`src/rtl/ascii_num_sep_ctrl.sv`:
```
// Session sequencer for the ASCII number separator: clears the separator
// buffer, forwards one payload packet, checks the parsed count and drains
// the separator RAM as an indexed number stream.
// Optional watchdog: define ASCII_SEP_CTRL_TIMEOUT_EN.
module ascii_num_sep_ctrl #(
  parameter int unsigned DATA_WIDTH  = 32,
  parameter int unsigned ADDR_WIDTH  = 11,
  parameter int unsigned DEPTH       = 2048,
  parameter int unsigned RD_LAT      = 2,
  parameter int unsigned TIMEOUT_CYC = 65535
) (
  input  logic                  clk,
  input  logic                  rst,
  input  logic                  start,
  input  logic [ADDR_WIDTH-1:0] expected_count,
  input  logic [7:0]            in_data,
  input  logic                  in_valid,
  input  logic                  in_last,
  output logic                  in_ready,
  output logic                  sep_buf_clear,
  output logic [7:0]            sep_data,
  output logic                  sep_valid,
  output logic                  sep_last,
  input  logic                  sep_ready,
  input  logic                  sep_done,
  input  logic                  sep_invalid,
  input  logic [ADDR_WIDTH-1:0] sep_num_count,
  output logic [ADDR_WIDTH-1:0] sep_rd_addr,
  input  logic [DATA_WIDTH-1:0] sep_rd_data,
  output logic [DATA_WIDTH-1:0] num_data,
  output logic [ADDR_WIDTH-1:0] num_idx,
  output logic                  num_valid,
  input  logic                  num_ready,
  output logic                  num_last,
  output logic                  busy,
  output logic                  done,
  output logic                  error,
  output logic [1:0]            err_code
);

  localparam int unsigned CW = $clog2(DEPTH) + 1;
  localparam int unsigned LW = $clog2(RD_LAT) + 1;

  typedef enum logic [2:0] {
    S_IDLE,
    S_CLEAR,
    S_RECV,
    S_WAIT,
    S_DRAIN_RD,
    S_DRAIN_OUT,
    S_DONE,
    S_ERROR
  } state_t;

  state_t state, state_d;

  logic [ADDR_WIDTH-1:0] exp_cnt;
  logic [ADDR_WIDTH-1:0] rd_addr;
  logic [CW-1:0]         clr_cnt;
  logic [LW-1:0]         lat_cnt;
  logic [DATA_WIDTH-1:0] num_data_q;
  logic                  done_q;
  logic                  error_q;
  logic [1:0]            err_code_q;

  logic       idle_like;
  logic       start_ok;
  logic       hs_in;
  logic       rd_cap;
  logic       last_idx;
  logic       timeout_hit;
  logic       fin_ok;
  logic       fin_err;
  logic [1:0] fin_code;

  assign idle_like = (state == S_IDLE) || (state == S_DONE) || (state == S_ERROR);
  assign start_ok  = start && idle_like;
  assign hs_in     = (state == S_RECV) && in_valid && sep_ready;
  assign rd_cap    = (state == S_DRAIN_RD) && (lat_cnt == LW'(RD_LAT - 1));
  assign last_idx  = (rd_addr == exp_cnt - 1'b1);

`ifdef ASCII_SEP_CTRL_TIMEOUT_EN
  localparam int unsigned TW = $clog2(TIMEOUT_CYC + 1);
  logic [TW-1:0] to_cnt;
  logic          to_active;

  assign to_active   = (state == S_RECV) || (state == S_WAIT);
  assign timeout_hit = to_active && !hs_in && (to_cnt == TW'(TIMEOUT_CYC - 1));

  // watchdog: counts idle RECV/WAIT cycles, restarts on every accepted beat
  always_ff @(posedge clk) begin
    if (rst) begin
      to_cnt <= '0;
    end else if (to_active && !hs_in) begin
      to_cnt <= to_cnt + 1'b1;
    end else begin
      to_cnt <= '0;
    end
  end
`else
  assign timeout_hit = 1'b0;
`endif

  // state register
  always_ff @(posedge clk) begin
    if (rst) begin
      state <= S_IDLE;
    end else begin
      state <= state_d;
    end
  end

  // next-state and session result decode
  always_comb begin
    state_d  = state;
    fin_ok   = 1'b0;
    fin_err  = 1'b0;
    fin_code = 2'd0;
    case (state)
      S_IDLE, S_DONE, S_ERROR: begin
        if (start) state_d = S_CLEAR;
      end
      S_CLEAR: begin
        if (clr_cnt == CW'(DEPTH - 1)) state_d = S_RECV;
      end
      S_RECV, S_WAIT: begin
        // an early sep_done during RECV takes priority over the last beat
        if (sep_done) begin
          if (sep_invalid) begin
            fin_err  = 1'b1;
            fin_code = 2'd1;
          end else if (sep_num_count != exp_cnt) begin
            fin_err  = 1'b1;
            fin_code = 2'd2;
          end else if (exp_cnt == '0) begin
            fin_ok = 1'b1;
          end else begin
            state_d = S_DRAIN_RD;
          end
        end else if (timeout_hit) begin
          fin_err  = 1'b1;
          fin_code = 2'd3;
        end else if (hs_in && in_last) begin
          state_d = S_WAIT;
        end
        if (fin_err) state_d = S_ERROR;
        if (fin_ok)  state_d = S_DONE;
      end
      S_DRAIN_RD: begin
        if (rd_cap) state_d = S_DRAIN_OUT;
      end
      S_DRAIN_OUT: begin
        if (num_ready) begin
          if (last_idx) begin
            state_d = S_DONE;
            fin_ok  = 1'b1;
          end else begin
            state_d = S_DRAIN_RD;
          end
        end
      end
      default: state_d = S_IDLE;
    endcase
  end

  // session datapath: counters, read address, captured number, status
  always_ff @(posedge clk) begin
    if (rst) begin
      exp_cnt    <= '0;
      rd_addr    <= '0;
      clr_cnt    <= '0;
      lat_cnt    <= '0;
      num_data_q <= '0;
      done_q     <= 1'b0;
      error_q    <= 1'b0;
      err_code_q <= 2'd0;
    end else begin
      if (start_ok) begin
        exp_cnt    <= expected_count;
        rd_addr    <= '0;
        done_q     <= 1'b0;
        error_q    <= 1'b0;
        err_code_q <= 2'd0;
      end
      if (fin_ok) done_q <= 1'b1;
      if (fin_err) begin
        error_q    <= 1'b1;
        err_code_q <= fin_code;
      end
      clr_cnt <= (state == S_CLEAR) ? clr_cnt + 1'b1 : '0;
      lat_cnt <= (state == S_DRAIN_RD) ? lat_cnt + 1'b1 : '0;
      if (rd_cap) num_data_q <= sep_rd_data;
      if ((state == S_DRAIN_OUT) && num_ready && !last_idx) rd_addr <= rd_addr + 1'b1;
    end
  end

  assign in_ready      = (state == S_RECV) && sep_ready;
  assign sep_valid     = (state == S_RECV) && in_valid;
  assign sep_last      = (state == S_RECV) && in_last;
  assign sep_data      = (state == S_RECV) ? in_data : '0;
  assign sep_buf_clear = (state == S_CLEAR) && (clr_cnt == '0);
  assign sep_rd_addr   = rd_addr;
  assign num_data      = num_data_q;
  assign num_idx       = rd_addr;
  assign num_valid     = (state == S_DRAIN_OUT);
  assign num_last      = (state == S_DRAIN_OUT) && last_idx;
  assign busy          = !idle_like;
  assign done          = done_q;
  assign error         = error_q;
  assign err_code      = err_code_q;

endmodule
```
`config.mk`:
```
export PLATFORM = sky130hd
export DESIGN_NAME = ascii_num_sep_ctrl
export DESIGN_NICKNAME = d
export VERILOG_FILES = /design/src/rtl/ascii_num_sep_ctrl.sv
export SDC_FILE = /design/constraint.sdc
export NUM_CORES = 1
export LEC_CHECK = 0
export CORE_MARGIN = 4
export CORE_UTILIZATION = 40
export DETAILED_ROUTE_END_ITERATION = 16
export GPL_TIMING_DRIVEN = 0
export PLACE_DENSITY = 0.77
export SYNTH_ARGS = -nofsm -noshare
export SYNTH_HDL_FRONTEND = slang
export SYNTH_SLANG_ARGS = --single-unit
```
`constraint.sdc`:
```
create_clock -name clk -period 3.51 [get_ports clk]
set_input_delay 0.8775 -clock clk [delete_from_list [all_inputs] [get_ports clk]]
set_output_delay 0.8775 -clock clk [all_outputs]
set_load 0.02 [all_outputs]
```
==> results.json <==
{
  "utilization": 0.610,
  "hold_end": "lat_cnt[0]$_SDFF_PP0_",
  "cp_max_fo": 8,
  "die_height_um": 106,
  "wirelength_um": 11000,
  "setup_slack_ns": 0.140,
  "r2r_slack_ns": 0.74,
  "cp-start-kind": "flip-flop",
  "num_rows": 35,
  "routedWlPerCell_um": 14.3,
  "holdPathStages": 1,
  "drv_slew": 0,
  "outcome": "complete, no violations",
  "antennaDiodeCount": 0,
  "hold_class": "reg -> reg",
  "grt_max_degree": 15,
  "placed_area_um2": 5410,
  "cap_violations": 0,
  "fin_nets": 712,
  "cts_tree": "done",
  "grtUsageMet1": 0.214,
  "vias": 3893,
  "drcViolationCount": 0,
  "period_minus_slack_ns": 3.37,
  "globalplace.congestion": 0.830,
  "design_area_um2": 5660,
  "switching_share": 0.333,
  "dp_slack_ns": -0.358,
  "grt.busiest_layer": "met2",
  "cts_inserted_buffers": 9,
  "final_cell_mix": "clkdlybuf4s50_1, nand2_1, dfxtp_1",
  "core_um2": 9280,
  "path_class": "reg -> out",
  "max_slew_margin": 0.421,
  "yosysWarnings": 0,
  "dp_hpwl_um": 8500,
  "insertion_delay_ns": 0.35,
  "path_clk_slew_ns": 0.08,
  "via_per_inst": 5.06,
  "num-fill-cells": 863,
  "grt_overflow": 0,
  "syn_to_final_growth_pct": 48.3,
  "synth-edff-count": 0,
  "drtAntennaViolNets": 0,
  "syn_avg_cell_area_um2": 7.91,
  "power.leakage_nw": 2.02,
  "fp.dieW_um": 106,
  "grt_usage": 0.195,
  "initial_core_util": 0.411,
  "cts_max_path_buffers": 2,
  "clkPwrFrac": 0.302,
  "io_pins": 144,
  "synth_top_cell_area_share": 0.393,
  "synth_ff_type": "dfxtp_1",
  "drive_above_1_share": 0.0889,
  "p_per_area_nw_per_um2": 452,
  "synth_cell_types": 56,
  "power.internal_mw": 1.71,
  "r2r_cells": 9,
  "io_buffers": 143,
  "p_seq_frac": 0.374,
  "cp_data_arrival_time_ns": 2.49,
  "fmaxAchievable_mhz": 297,
  "setup_tns_ns": 0,
  "syn-num-nets": 559,
  "synth_seq_cells": 75,
  "ys_seq_area_frac": 0.393,
  "dieArea_um2": 11200,
  "grt_pass1_vias": 3764,
  "cts_root_buf": "clkbuf_8",
  "synthTopCellsByArea": "dfxtp_1, nand2_1, a21oi_1",
  "finalSetupViolations": 0,
  "yosys.area.top_type": "dfxtp_1",
  "met2_usage": 0.367,
  "synthArstFlopShare": 0,
  "drt_iter0_drc": 161,
  "required_ns": 2.63,
  "htreeDepth": 3,
  "gr-usage-met3": 0.0496,
  "p_sw_mw": 0.852,
  "finalHoldViolCount": 0,
  "synth_area_um2": 3820,
  "combinationalPowerShare": 0.324,
  "rr_endpoint": "num_idx[5]$_SDFFE_PP0P_",
  "fin_crit_sh": 0.960,
  "end_kind": "output port",
  "fin_skew_ns": 0.0149,
  "worstReg2RegStart": "exp_cnt[0]$_SDFFE_PP0P_",
  "hold_start": "lat_cnt[0]$_SDFF_PP0_",
  "netlist_instances": 483,
  "dr.pass1.iters": 4,
  "grt_pass1_wl_um": 18000,
  "antenna_found_initial": 0,
  "cts_sinks": 75,
  "tightest_slew_ns": 0.858,
  "mostFrequentLayoutCell": "clkdlybuf4s50_1",
  "ir_drop_v": 0.000238,
  "hold_buffers": 0
}
-- power by group through the flow --
stage                     Combinational (mW)  Clock [mW]  Sequential (mW)
after global placement                 0.794           0            0.962
after global routing                   0.907       0.829            0.965
final                                  0.828       0.772            0.958
after CTS                              0.817       0.782            0.955
after floorplan                        0.534           0            0.960
after detailed placement               0.822           0            0.964
-- synthesized netlist by cell type, types with 4 or more instances --
cell      count
a21o_2        4
a21oi_1      55
a31oi_1       5
and2_1       17
and3_1        7
buf_4        12
clkbuf_1     26
dfxtp_1      75
ha_1          5
inv_1         9
nand2_1     103
nand2b_1      4
nand3_1      22
nor2_1       31
nor3_1       10
nor4_1        5
nor4b_1       4
o21ai_0       6
xnor2_1      13
xor2_1       18
-- sequential cells by signal, summed over array words and instances (netlist names) --
register / count
num_idx: 11
error: 1
done: 1
state: 3
exp_cnt: 11
err_code: 2
num_data: 32
clr_cnt: 12
lat_cnt: 2
-- cells by family (layout without fill, tap and decap cells) --
| group | after synthesis | after routing | share of synthesized area |
|---|---|---|---|
| compound gates | 89 | 89 | 0.147 |
| xor+xnor | 31 | 31 | 0.0711 |
| fa+ha+maj | 5 | 5 | 0.0164 |
| buf+inv | 51 | 209 | 0.0704 |
| flops | 75 | 75 | 0.393 |
| mux | 2 | 2 | 0.00557 |
| simple gates | 230 | 230 | 0.297 |
-- routing by layer --
layer  vias up  share of wire
met5         -              0
met4         0          0.017
met3        19          0.074
met2       128           0.52
met1      1816           0.39
li1       1930              -
-- what timing repair did --
action | 4_1_cts | 5_1_grt
endpoints found under the hold margin | 0 | 0
pin swaps | 0 | 1
endpoints found under the setup margin | 1 | 1
buffers inserted | 0 | 1
resized for setup | 8 | 3
-- worst max-delay path by stage --
| stage | from | end | slack, ns | cells after the start |
|---|---|---|---|---|
| after floorplan | exp_cnt[0]$_SDFFE_PP0P_ | num_last | 0.15 | 8 |
| after global placement | exp_cnt[0]$_SDFFE_PP0P_ | num_last | -0.31 | 9 |
| after detailed placement | exp_cnt[0]$_SDFFE_PP0P_ | num_last | -0.36 | 9 |
| after CTS | exp_cnt[0]$_SDFFE_PP0P_ | num_last | 0.08 | 8 |
| after global routing | exp_cnt[0]$_SDFFE_PP0P_ | num_last | -0.06 | 8 |
| final | exp_cnt[0]$_SDFFE_PP0P_ | num_last | 0.14 | 8 |
-- stage by stage --
step,hold slack (ns),power (mW),std cells
6_report,0.425,2.56,770
5_1_grt,0.461,2.70,770
4_1_cts,0.432,2.55,769
3_5_place_dp,0.420,1.79,755
3_3_place_gp,0.406,1.76,755
2_1_floorplan,0.399,1.49,483
-- worst max-delay path, cell delays in order, from the launching register on --
cell and delay [ns]:
dfxtp_4 0.39, inv_1 0.06, ha_1 0.22, nor4b_4 0.26, nand2_1 0.19, xor2_1 0.24
a311oi_2 0.19, nor4b_2 0.37, buf_2 0.24
-- cell type report --
class | instances | area, um^2 | share of cell area
multi-input combinational | 357 | 2070 | 0.365
sequential | 75 | 1510 | 0.266
buffer | 40 | 228 | 0.0402
tap | 129 | 161 | 0.0285
clock inverter | 6 | 96.3 | 0.0170
inverter | 9 | 33.8 | 0.00596
clock buffer | 10 | 138 | 0.0243
timing repair buffer | 144 | 1430 | 0.253
No activity file was read; power rests on OpenSTA's default activity.
